## src/rtl/spi_cfg_master_if.sv

```systemverilog
// Requester-side bus for spi_cfg_master: two independent write requesters (A and B).
// Handshake: a requester raises valid with addr/data and holds all three stable until
// ready; a transfer happens on the cycle valid && ready are both high (ready is combinational).
interface spi_cfg_master_if;
  logic       a_valid;
  logic [6:0] a_addr;
  logic [7:0] a_data;
  logic       a_ready;
  logic       b_valid;
  logic [6:0] b_addr;
  logic [7:0] b_data;
  logic       b_ready;

  modport master (
    output a_valid, a_addr, a_data, b_valid, b_addr, b_data,
    input  a_ready, b_ready
  );

  modport slave (
    input  a_valid, a_addr, a_data, b_valid, b_addr, b_data,
    output a_ready, b_ready
  );
endinterface

```

## src/rtl/spi_cfg_master.sv

```systemverilog
// Round-robin arbiter for two config requesters feeding one mode-0 SPI write channel.
// Frames are {1'b1, addr[6:0], data[7:0]}, MSB first, with slow SCLK for 2-FF synchronised slaves.
module spi_cfg_master #(
  parameter int         CLK_DIV  = 4,
  parameter int         CS_GAP   = 8,
  parameter logic [6:0] MAX_ADDR = 7'h04
) (
  input  logic                  clk,
  input  logic                  rst,
  spi_cfg_master_if.slave       req,
  output logic                  sclk,
  output logic                  ncs,
  output logic                  copi,
  output logic                  busy,
  output logic                  done,
  output logic                  err,
  output logic [1:0]            dbg_state
);

  typedef enum logic [1:0] {
    S_IDLE  = 2'd0,
    S_SETUP = 2'd1,
    S_SHIFT = 2'd2,
    S_GAP   = 2'd3
  } state_t;

  localparam logic [7:0] DIV_M1 = 8'(CLK_DIV - 1);
  localparam logic [7:0] GAP_M1 = 8'(CS_GAP - 1);

  state_t      state, state_nx;
  logic [7:0]  cnt, cnt_nx;
  logic [4:0]  bit_cnt, bit_cnt_nx;
  logic        phase_lo, phase_lo_nx;
  logic [15:0] shreg, shreg_nx;
  logic        rr_b, rr_b_nx;
  logic        done_q, done_nx;
  logic        err_q, err_nx;
  logic        grant_a, grant_b;
  logic [6:0]  sel_addr;
  logic [7:0]  sel_data;

  // rr_b set means B wins a tie; ready never rises during reset
  assign grant_a  = (state == S_IDLE) && !rst && req.a_valid && (!req.b_valid || !rr_b);
  assign grant_b  = (state == S_IDLE) && !rst && req.b_valid && (!req.a_valid || rr_b);
  assign sel_addr = grant_a ? req.a_addr : req.b_addr;
  assign sel_data = grant_a ? req.a_data : req.b_data;

  assign req.a_ready = grant_a;
  assign req.b_ready = grant_b;

  always_comb begin
    state_nx    = state;
    cnt_nx      = cnt;
    bit_cnt_nx  = bit_cnt;
    phase_lo_nx = phase_lo;
    shreg_nx    = shreg;
    rr_b_nx     = rr_b;
    done_nx     = 1'b0;
    err_nx      = 1'b0;
    case (state)
      S_IDLE: begin
        if (grant_a || grant_b) begin
          rr_b_nx = grant_a;
          if (sel_addr > MAX_ADDR) begin
            err_nx = 1'b1;
          end else begin
            state_nx    = S_SETUP;
            shreg_nx    = {1'b1, sel_addr, sel_data};
            cnt_nx      = DIV_M1;
            bit_cnt_nx  = 5'd0;
            phase_lo_nx = 1'b0;
          end
        end
      end
      S_SETUP: begin
        if (cnt == 8'd0) begin
          state_nx    = S_SHIFT;
          cnt_nx      = DIV_M1;
          phase_lo_nx = 1'b0;
        end else begin
          cnt_nx = cnt - 8'd1;
        end
      end
      S_SHIFT: begin
        if (cnt != 8'd0) begin
          cnt_nx = cnt - 8'd1;
        end else begin
          cnt_nx = DIV_M1;
          if (!phase_lo) begin
            // falling SCLK edge: present the next bit
            phase_lo_nx = 1'b1;
            shreg_nx    = {shreg[14:0], 1'b0};
          end else begin
            phase_lo_nx = 1'b0;
            if (bit_cnt != 5'd16) bit_cnt_nx = bit_cnt + 5'd1;
            if (bit_cnt == 5'd15) begin
              state_nx = S_GAP;
              cnt_nx   = GAP_M1;
              done_nx  = 1'b1;
            end
          end
        end
      end
      S_GAP: begin
        if (cnt == 8'd0) state_nx = S_IDLE;
        else             cnt_nx   = cnt - 8'd1;
      end
      default: state_nx = S_IDLE;
    endcase
  end

  always_ff @(posedge clk) begin
    if (rst) begin
      state    <= S_IDLE;
      cnt      <= 8'd0;
      bit_cnt  <= 5'd0;
      phase_lo <= 1'b0;
      shreg    <= 16'd0;
      rr_b     <= 1'b0;
      done_q   <= 1'b0;
      err_q    <= 1'b0;
    end else begin
      state    <= state_nx;
      cnt      <= cnt_nx;
      bit_cnt  <= bit_cnt_nx;
      phase_lo <= phase_lo_nx;
      shreg    <= shreg_nx;
      rr_b     <= rr_b_nx;
      done_q   <= done_nx;
      err_q    <= err_nx;
    end
  end

  assign ncs       = !((state == S_SETUP) || (state == S_SHIFT));
  assign sclk      = (state == S_SHIFT) && !phase_lo;
  assign copi      = ncs ? 1'b0 : shreg[15];
  assign busy      = (state != S_IDLE);
  assign done      = done_q;
  assign err       = err_q;
  assign dbg_state = state;

endmodule

```

## src/flat_wrapper.sv

```systemverilog
// flat-port wrapper written by rule: the top's interface ports become plain ports
module spi_cfg_master_flat 
#(
  parameter int         CLK_DIV  = 4,
  parameter int         CS_GAP   = 8,
  parameter logic [6:0] MAX_ADDR = 7'h04
)
  (clk, rst, sclk, ncs, copi, busy, done, err, dbg_state, req_a_valid, req_a_addr, req_a_data, req_b_valid, req_b_addr, req_b_data, req_a_ready, req_b_ready);
  spi_cfg_master_if req_i ();
  input  logic clk;
  input  logic rst;
  output logic sclk;
  output logic ncs;
  output logic copi;
  output logic busy;
  output logic done;
  output logic err;
  output logic [1:0] dbg_state;
  input wire logic [$bits(req_i.a_valid)-1:0] req_a_valid;
  input wire logic [$bits(req_i.a_addr)-1:0] req_a_addr;
  input wire logic [$bits(req_i.a_data)-1:0] req_a_data;
  input wire logic [$bits(req_i.b_valid)-1:0] req_b_valid;
  input wire logic [$bits(req_i.b_addr)-1:0] req_b_addr;
  input wire logic [$bits(req_i.b_data)-1:0] req_b_data;
  output wire logic [$bits(req_i.a_ready)-1:0] req_a_ready;
  output wire logic [$bits(req_i.b_ready)-1:0] req_b_ready;
  assign req_i.a_valid = req_a_valid;
  assign req_i.a_addr = req_a_addr;
  assign req_i.a_data = req_a_data;
  assign req_i.b_valid = req_b_valid;
  assign req_i.b_addr = req_b_addr;
  assign req_i.b_data = req_b_data;
  assign req_a_ready = req_i.a_ready;
  assign req_b_ready = req_i.b_ready;
  spi_cfg_master #(.CLK_DIV(CLK_DIV), .CS_GAP(CS_GAP), .MAX_ADDR(MAX_ADDR)) u_core (.clk(clk), .rst(rst), .req(req_i), .sclk(sclk), .ncs(ncs), .copi(copi), .busy(busy), .done(done), .err(err), .dbg_state(dbg_state));
endmodule
```

## config.mk

```make
export PLATFORM = sky130hd
export DESIGN_NAME = spi_cfg_master_flat
export DESIGN_NICKNAME = d
export VERILOG_FILES = /design/src/rtl/spi_cfg_master_if.sv /design/src/rtl/spi_cfg_master.sv /design/src/flat_wrapper.sv
export SDC_FILE = /design/constraint.sdc
export NUM_CORES = 1
export LEC_CHECK = 0
export ABC_AREA = 1
export CORE_MARGIN = 4
export CORE_UTILIZATION = 39
export CTS_CLUSTER_DIAMETER = 30
export DETAILED_ROUTE_END_ITERATION = 7
export DONT_BUFFER_PORTS = 1
export HOLD_SLACK_MARGIN = 0.06
export PLACE_DENSITY = 0.61
export RECOVER_POWER = 100
export SETUP_SLACK_MARGIN = 0.1
export SYNTH_ARGS = -nofsm -noshare
export SYNTH_HDL_FRONTEND = slang
export SYNTH_SLANG_ARGS = --single-unit
```

## constraint.sdc

```tcl
create_clock -name clk -period 2.8 [get_ports clk]
set_clock_uncertainty 0.1 [all_clocks]
set_input_delay 0.28 -clock clk [delete_from_list [all_inputs] [get_ports clk]]
set_output_delay 0.28 -clock clk [all_outputs]
set_load 0.01 [all_outputs]
```

# After elaboration in Yosys (flattened, before gate mapping)
# Cells that the tools add are included.
# totals
ff_bits	35
in_bits	34
out_inout_bits	10
# op_classes
n_addsub	2
magnitude_cmp	1
n_eq_ne	15
muxes	38
n_bitwise	4
n_reduce_logical	30
# op_table
op	count
$mux W16	4
$mux W8	7
$pmux W16 S2	1
$pmux W8 S4	1
$mux W5	5
$mux W2	7
$ne A2 B1 Y1 const B	5
$ne A2 B2 Y1 const B	5
$pmux W5 S2	1
$reduce_and A5 Y1	2
$logic_not A8 Y1	1
$mux W1	8
$pmux W2 S4	1
$reduce_bool A8 Y1	1
$sub A8 B1 Y8 const B	1
$gt A7 B3 Y1 const B	1
$mux W7	1
$reduce_and A7 Y1	1
$logic_and A1 B1 Y1	6
$logic_not A1 Y1	6
$reduce_and A6 Y1	1
$add A5 B1 Y5 const B	1
$eq A5 B4 Y1 const B	1
$ne A5 B5 Y1 const B	1
13 further kinds	21

# Logic depth before layout (Yosys ltp)
# Gate-level depths: netlist of the first run.
# depth
word_depth	9
mapped_depth	16
mapped_depth_nobuf	14

# Least setup slack after synthesis of the first run
# No wires, ideal clock.
# synth_path
path_type	register -> register
startpoint	reg u_core.state[0] (netlist: u_core.dbg_state[0])
endpoint	reg u_core.cnt[4]
setup_time_ns	0.118
arrival_time_ns	1.888
t_required_ns	2.582
setup_slack_ns	0.694
stages_incl_launch_ff	16
path_buffers	3
synth_period_minus_slack_ns	2.106
path_cell_list	dfxtp_1 inv_1 ha_1 buf_4 nand4_4 inv_2 buf_2 nor2_4 nand2_1 o21ai_0 inv_2 nand2_1 buf_4 nand2_1 nand2_1 a21oi_1
# synth_via
elab_chain_cells	8
# synth_rtl
element	line	source
from (decl)	spi_cfg_master.sv:30	state_t state, state_nx;
from (signal assigned)	spi_cfg_master.sv:123	state <= state_nx;
$logic_not A2 Y1 (*)	spi_cfg_master.sv:43	assign grant_a = (state == S_IDLE) && !rst && req.a_valid && (!req.b_valid || !rr_b);
$logic_and A1 B1 Y1 (*) (3 in a row)	spi_cfg_master.sv:43	
named net req_a_ready	flat_wrapper.sv:25	output wire logic [$bits(req_i.a_ready)-1:0] req_a_ready;
$mux W7	spi_cfg_master.sv:45	assign sel_addr = grant_a ? req.a_addr : req.b_addr;
$gt A7 B3 Y1	spi_cfg_master.sv:64	if (sel_addr > MAX_ADDR) begin
$ne A2 B2 Y1 (no line)	--	
$reduce_and A3 Y1 (no line) (*)	--	
to (signal assigned)	spi_cfg_master.sv:124	cnt <= cnt_nx;
to (decl)	spi_cfg_master.sv:31	logic [7:0] cnt, cnt_nx;
# Mark *: on every way through the listed nets, which the timed path passes. The rest lies on a longest branch.
# A chain may end at the register's enable or synchronous reset.

# Final worst setup path of the first run
# layout_path
startpoint	reg u_core.state[0] (netlist: u_core.dbg_state[0])
endpoint	reg u_core.shreg[15]
# layout_via
elab_chain_cells	8
# layout_rtl
element	line	source
$logic_not A2 Y1	spi_cfg_master.sv:43, spi_cfg_master.sv:44, spi_cfg_master.sv:60	
$logic_and A1 B1 Y1	spi_cfg_master.sv:43, spi_cfg_master.sv:44	
$logic_and A1 B1 Y1 (2 in a row)	spi_cfg_master.sv:43	
$mux W7	spi_cfg_master.sv:45	
$gt A7 B3 Y1	spi_cfg_master.sv:64	
$ne A2 B2 Y1 (no line)	--	
$reduce_and A5 Y1 (no line)	--	
to (signal assigned)	spi_cfg_master.sv:127	shreg <= shreg_nx;
to (decl)	spi_cfg_master.sv:34	logic [15:0] shreg, shreg_nx;
# Parallel ways exist; a longest one is shown, timed or not.

==> qor.yml, run 1 <==
status: "complete, no violations"
hp-start: "req_b_data[0]"
grt_overflow: 0
end_kind: "register"
crit_path_frequent_cell: "nand2_1"
crit_family: "simple AND/OR/NAND/NOR gates"
yosys.area.top_type_share_pct: 29.2
htreeDepth: 2
slowest_delay_ps: 370
stdcell_count: 476
root_buffer: "clkbuf_8"
utilization_pct: 44.2
startpoint_type: "register"
synthCells: 399
regToRegEndpoint: "u_core.shreg[15]$_SDFFE_PP0P_"
wl_per_cell_um: 12.2
fin_setup_tns_ps: 0
setup_viol: 0
antenna_found_initial: 0
hold_end: "u_core.shreg[0]$_SDFFE_PP0P_"
clock_path_buffers: 2
synth_edf_count: 0
holdPathStages: 4
ys.flop_type: "dfxtp_1"
slew_headroom_pct: 66.1
layout-area-overhead-vs-synth_pct: 9.58
io_pins: 44
yosysSeqAreaShare_pct: 29.2
hold_class: "in -> reg"
cp.buffers_inverters: 3
period_share_pct: 87.3
crit_required_ps: 2930
whs_ps: 152
numPortBuffers: 0
clk_latency_ps: 300
cts-buffers-inserted: 5
drv_cap: 0
post-synth-top-count-cell: "nand2_1"
start_util_pct: 40.3
synthArstFlopShare_pct: 0
rsz0062_at_grt: "true"
grt_pass1_vias: 2157
first_pass_iters: 4
worst_pin_slew_ps: 509
yosysWarnings: 0
r2r-start: "u_core.dbg_state[0]$_SDFFE_PP0P_"
die_w_um: 86.5
num_vias: 2296
wl_mm: 5.81
dieArea_sq_mm: 0.00748
cp_max_fo: 15
grtUsageTotal_pct: 16.1
finalHoldViolCount: 0
syn_nets: 443
irDropWorstVdd_mv: 0.380
cts.sinks: 35
r2r_cells: 14
cts_tree: "yes"
synth_area_leaders: "dfxtp_1, nand2_1, inv_1"
clk_pin_slew_ps: 80
grt_pass1_wl_mm: 9.72
drive_gt1_share_pct: 8.48
final.setup.worst_slack_ps: 354
post-cts-setup-buffers: 0
ys_types: 28
postRouteAntennaNets: 0
cp_cell_sequence: "inv_1 > ha_2 > inv_2 > nor2_4 > nand4_1 > nand2_1 > nand2_1 > nor2_2 > nand3_2 > nand2_8 > nand3_4 > nand2_1 > clkinv_1 > nor2_1"
dp.cells: 466
r2r_slack_ps: 350
synthTopCellsByCount: "nand2_1, inv_1, nor2_1"
routed_via_density: 4.82
synth-seq-cells: 35
rows: 28
dp_hpwl_mm: 4.15
drt_iter0_markers: 123
crit_slowest_cell: "dfxtp_1"
pre_cts_ws_ps: 209
arrival_ps: 2580
synth_area_leader_cell: "dfxtp_1"
die_h_um: 86.5
syn_area_per_cell_sq_um: 6.02
finalCriticalPeriod_ps: 2450
critPathKind: "reg -> reg"
syn-cell-area_sq_mm: 0.00240
leakage_uw: 0.00137
place_congestion: 0.798
powerDensity_mw_per_mm2: 1200
num-nets-final: 444
maxSlewViolCount: 0
diodes: 0
fmax_ghz: 0.409
core_area_sq_mm: 0.00596
grt_max_degree: 34
drcViolationCount: 0
[state kept, by name, indices dropped and copies added, names as in the netlist]
name / count
u_core.shreg: 16
u_core.cnt: 8
u_core.bit_cnt: 5
u_core.dbg_state: 2
u_core.done: 1
u_core.err: 1
u_core.phase_lo: 1
u_core.rr_b: 1
[routing by layer]
layer / track usage (%) / wire (um)
met4: 5.95 / 125
met2: 25.5 / 2500
met1: 20.7 / 2870
met3: 5.04 / 316
met5: 0 / 0
[logic make-up after synthesis]
family	count (synthesis)	share of synthesized area (%)
AND/OR/NAND/NOR	218	40.1
buffers and inverters	91	15.4
AO/OA/AOI/OAI	42	9.06
flip-flops	35	29.2
adder cells (fa/ha/maj)	10	5.21
XOR/XNOR	3	1.09
[repair_timing]
action | in CTS | in global routing
resized for setup | 0 | 5
hold endpoints to repair | 1 | 0
endpoints found under the setup margin | 0 | 27
hold buffers | 1 | 0
[through the flow]
stage	power, uW	cell area [sq um]
2_1_floorplan	2300	2400
3_3_place_gp	2590	2470
3_5_place_dp	2620	2470
4_1_cts	3110	2600
5_1_grt	3530	2630
6_report	3160	2630
[report_power, final]
| group | internal (uW) | switching, uW |
|---|---|---|
| Sequential | 690 | 122 |
| Combinational | 621 | 1240 |
| Clock | 288 | 199 |
| Total | 1600 | 1570 |
[cell usage in the layout (no fill, tap or decap), drive strengths merged]
master	instances
inv	68
nor2	64
clkinv	7
o211ai	2
nand4	20
nand2	113
bufinv	1
o21ai	26
a31oi	2
dfxtp	35
nor3	2
buf	8
nand3	19
clkbuf	7
dlygate4sd3	1
ha	10
or2	1
xor2	3
a21oi	12
[area by class of cell]
cell class	count	area, sq um
tap	75	93.8
timing repair buffer	10	73.8
clock inverter	2	35.0
inverter	74	278
multi-input combinational	274	1370
clock buffer	6	82.6
fill	655	3320
sequential	35	701
[worst register-to-register path: stages, from the launching register on]
cell      delay, ps
dfxtp_1         370
inv_1           150
ha_2            260
inv_2            90
nor2_4          160
nand4_1         110
nand2_1         110
nand2_1          60
nor2_2          180
nand3_2         170
nand2_8         170
nand3_4         170
nand2_1         110
clkinv_1         60
nor2_1          100
[worst max path at each step]
stage	from	endpoint	slack, ps	depth (start not counted)
2_1_floorplan	u_core.dbg_state[0]$_SDFFE_PP0P_	u_core.cnt[4]$_SDFFE_PP0P_	690	15
6_report	u_core.dbg_state[0]$_SDFFE_PP0P_	u_core.shreg[15]$_SDFFE_PP0P_	350	14
5_1_grt	u_core.dbg_state[0]$_SDFFE_PP0P_	u_core.shreg[15]$_SDFFE_PP0P_	70	14
3_3_place_gp	u_core.dbg_state[0]$_SDFFE_PP0P_	u_core.shreg[8]$_SDFFE_PP0P_	270	13
3_5_place_dp	u_core.dbg_state[0]$_SDFFE_PP0P_	u_core.shreg[15]$_SDFFE_PP0P_	210	14
4_1_cts	u_core.dbg_state[0]$_SDFFE_PP0P_	u_core.shreg[15]$_SDFFE_PP0P_	170	14
(Power assumes the default switching activity.)
==> run 2, diff against run 1 <==
Settings changed: MAX_ROUTING_LAYER from default to met4.
==> run 2 against run 1 <==
Effect of this change: setup slack gained 1.2 ps; combinational power is essentially flat; critical endpoint unchanged; count of clock-buffer cells in the layout is the same; die area is the same; first-iteration DRC count shrank 2.4%; via count grew 0.26%.
==> qor.yml, run 2 (synthesis results as in run 1) <==
status: "complete, no violations"
final_common_cell: "nand2_1"
critPathKind: "reg -> reg"
regMostFlops: "u_core.shreg"
period_share_pct: 87.3  # about the same
startpoint_type: "register"
postRouteAntennaNets: 0  # unchanged
layout_common_cells: "nand2_1, inv_1, nor2_1"
numPortBuffers: 0  # unchanged
num_vias: 2302  # +0.26%
dp.cells: 466  # unchanged
grt_overflow: 0  # unchanged
grt_max_degree: 34  # unchanged
routed_via_density: 4.84  # +0.26%
end_kind: "register"
rsz0062_at_grt: "true"
wl_per_cell_um: 12.2  # about the same
die_h_um: 86.5  # unchanged
stdcell_count: 476  # unchanged
cts-buffers-inserted: 5  # unchanged
finalInstanceArea_sq_mm: 0.00263  # unchanged
maxSlewViolCount: 0  # unchanged
drv_cap: 0  # unchanged
crit_required_ps: 2930  # about the same
arrival_ps: 2570  # about the same
holdPathStages: 4  # unchanged
clk_latency_ps: 300  # about the same
first_pass_iters: 5  # +1
whs_ps: 153  # +1.37 ps
grt_pass1_vias: 2155  # -0.093%
reg_top3: "u_core.shreg x16, u_core.cnt x8, u_core.bit_cnt x5"
drt_iter0_markers: 120  # -2.4%
diodes: 0  # unchanged
finalHoldViolCount: 0  # unchanged
dp_hpwl_mm: 4.15  # unchanged
r2r_cells: 14  # unchanged
clk_pin_slew_ps: 80  # about the same
fin_setup_tns_ps: 0  # unchanged
io_pins: 44  # unchanged
worst_pin_slew_ps: 509  # +0.437 ps
dpl-instance-area_sq_mm: 0.00247  # unchanged
wl_mm: 5.80  # about the same
cp_max_fo: 15  # unchanged
setup_viol: 0  # unchanged
fmax_ghz: 0.409  # about the same
htreeDepth: 2  # unchanged
cts.sinks: 35  # unchanged
slew_headroom_pct: 66.0  # about the same
finalCriticalPeriod_ps: 2440  # -1.20 ps
grtUsageTotal_pct: 16.6  # +0.47 points
largest_reg_flops: 16  # unchanged
layout-area-overhead-vs-synth_pct: 9.58  # unchanged
num-nets-final: 444  # unchanged
core_area_sq_mm: 0.00596  # unchanged
dieArea_sq_mm: 0.00748  # unchanged
fillers: 655  # unchanged
grt_pass1_wl_mm: 9.71  # about the same
hold_class: "in -> reg"
utilization_pct: 44.2  # unchanged
leakage_uw: 0.00137  # unchanged
rows: 28  # unchanged
cts_tree: "yes"
clock_path_buffers: 2  # unchanged
drcViolationCount: 0  # unchanged
irDropWorstVdd_mv: 0.380  # about the same
drive_gt1_share_pct: 8.48  # unchanged
start_util_pct: 40.3  # unchanged
place_congestion: 0.809  # +1.4%
powerDensity_mw_per_mm2: 1200  # about the same
die_w_um: 86.5  # unchanged
root_buffer: "clkbuf_8"
antenna_found_initial: 0  # unchanged
-- run 2: report_power, final --
| group | switching, uW | internal [uW] | total [uW] | leakage (uW) |
|---|---|---|---|---|
| logic | 1250 | 621 | 1870 | 0.00102 |
| registers | 121 | 690 | 811 | 0.000287 |
| clock network | 198 | 288 | 486 | 0.0000612 |
| total | 1570 | 1600 | 3170 | 0.00137 |
-- run 2: repair_timing --
item,CTS,global route
gates resized for setup,0,5
hold buffers,1,0
hold endpoints to repair,1,0
buffers inserted,0,0
endpoints found under the setup margin,0,27
-- run 2: critical path, cell delays in order (launching register included) --
cell and delay, ps:
dfxtp_1 370, inv_1 150, ha_2 260, inv_2 90, nor2_4 160, nand4_1 110, nand2_1 110, nand2_1 60
nor2_2 180, nand3_2 160, nand2_8 170, nand3_4 170, nand2_1 110, clkinv_1 60, nor2_1 100
-- run 2: final timing paths --
| check | end | startpoint | slack (ps) |
|---|---|---|---|
| max reg2reg | u_core.shreg[15]$_SDFFE_PP0P_ | u_core.dbg_state[0]$_SDFFE_PP0P_ | 360 |
| min | u_core.shreg[0]$_SDFFE_PP0P_ | req_b_data[0] | 150 |
| max | u_core.shreg[15]$_SDFFE_PP0P_ | u_core.dbg_state[0]$_SDFFE_PP0P_ | 360 |
| min reg2reg | u_core.shreg[3]$_SDFFE_PP0P_ | u_core.shreg[3]$_SDFFE_PP0P_ | 400 |
-- run 2: layer usage --
layer	track usage, %	share of wire, %
met3	5.04	5.5
met1	20.7	50
met2	25.5	43
met5	-	0
met4	5.95	2.1
-- run 2: final cells by class --
type | count | area (sq um) | area share (%)
timing repair buffer | 10 | 73.8 | 2.80
multi-input combinational | 274 | 1370 | 52.0
tap | 75 | 93.8 | 3.56
inverter | 74 | 278 | 10.6
clock buffer | 6 | 82.6 | 3.14
clock inverter | 2 | 35.0 | 1.33
sequential | 35 | 701 | 26.6
-- run 2: stage by stage --
step                setup WS [ps]  power (uW)
floorplan                     694        2300
global placement              265        2590
detailed placement            209        2620
CTS                           175        3110
global route                 66.6        3530
finish                        356        3170
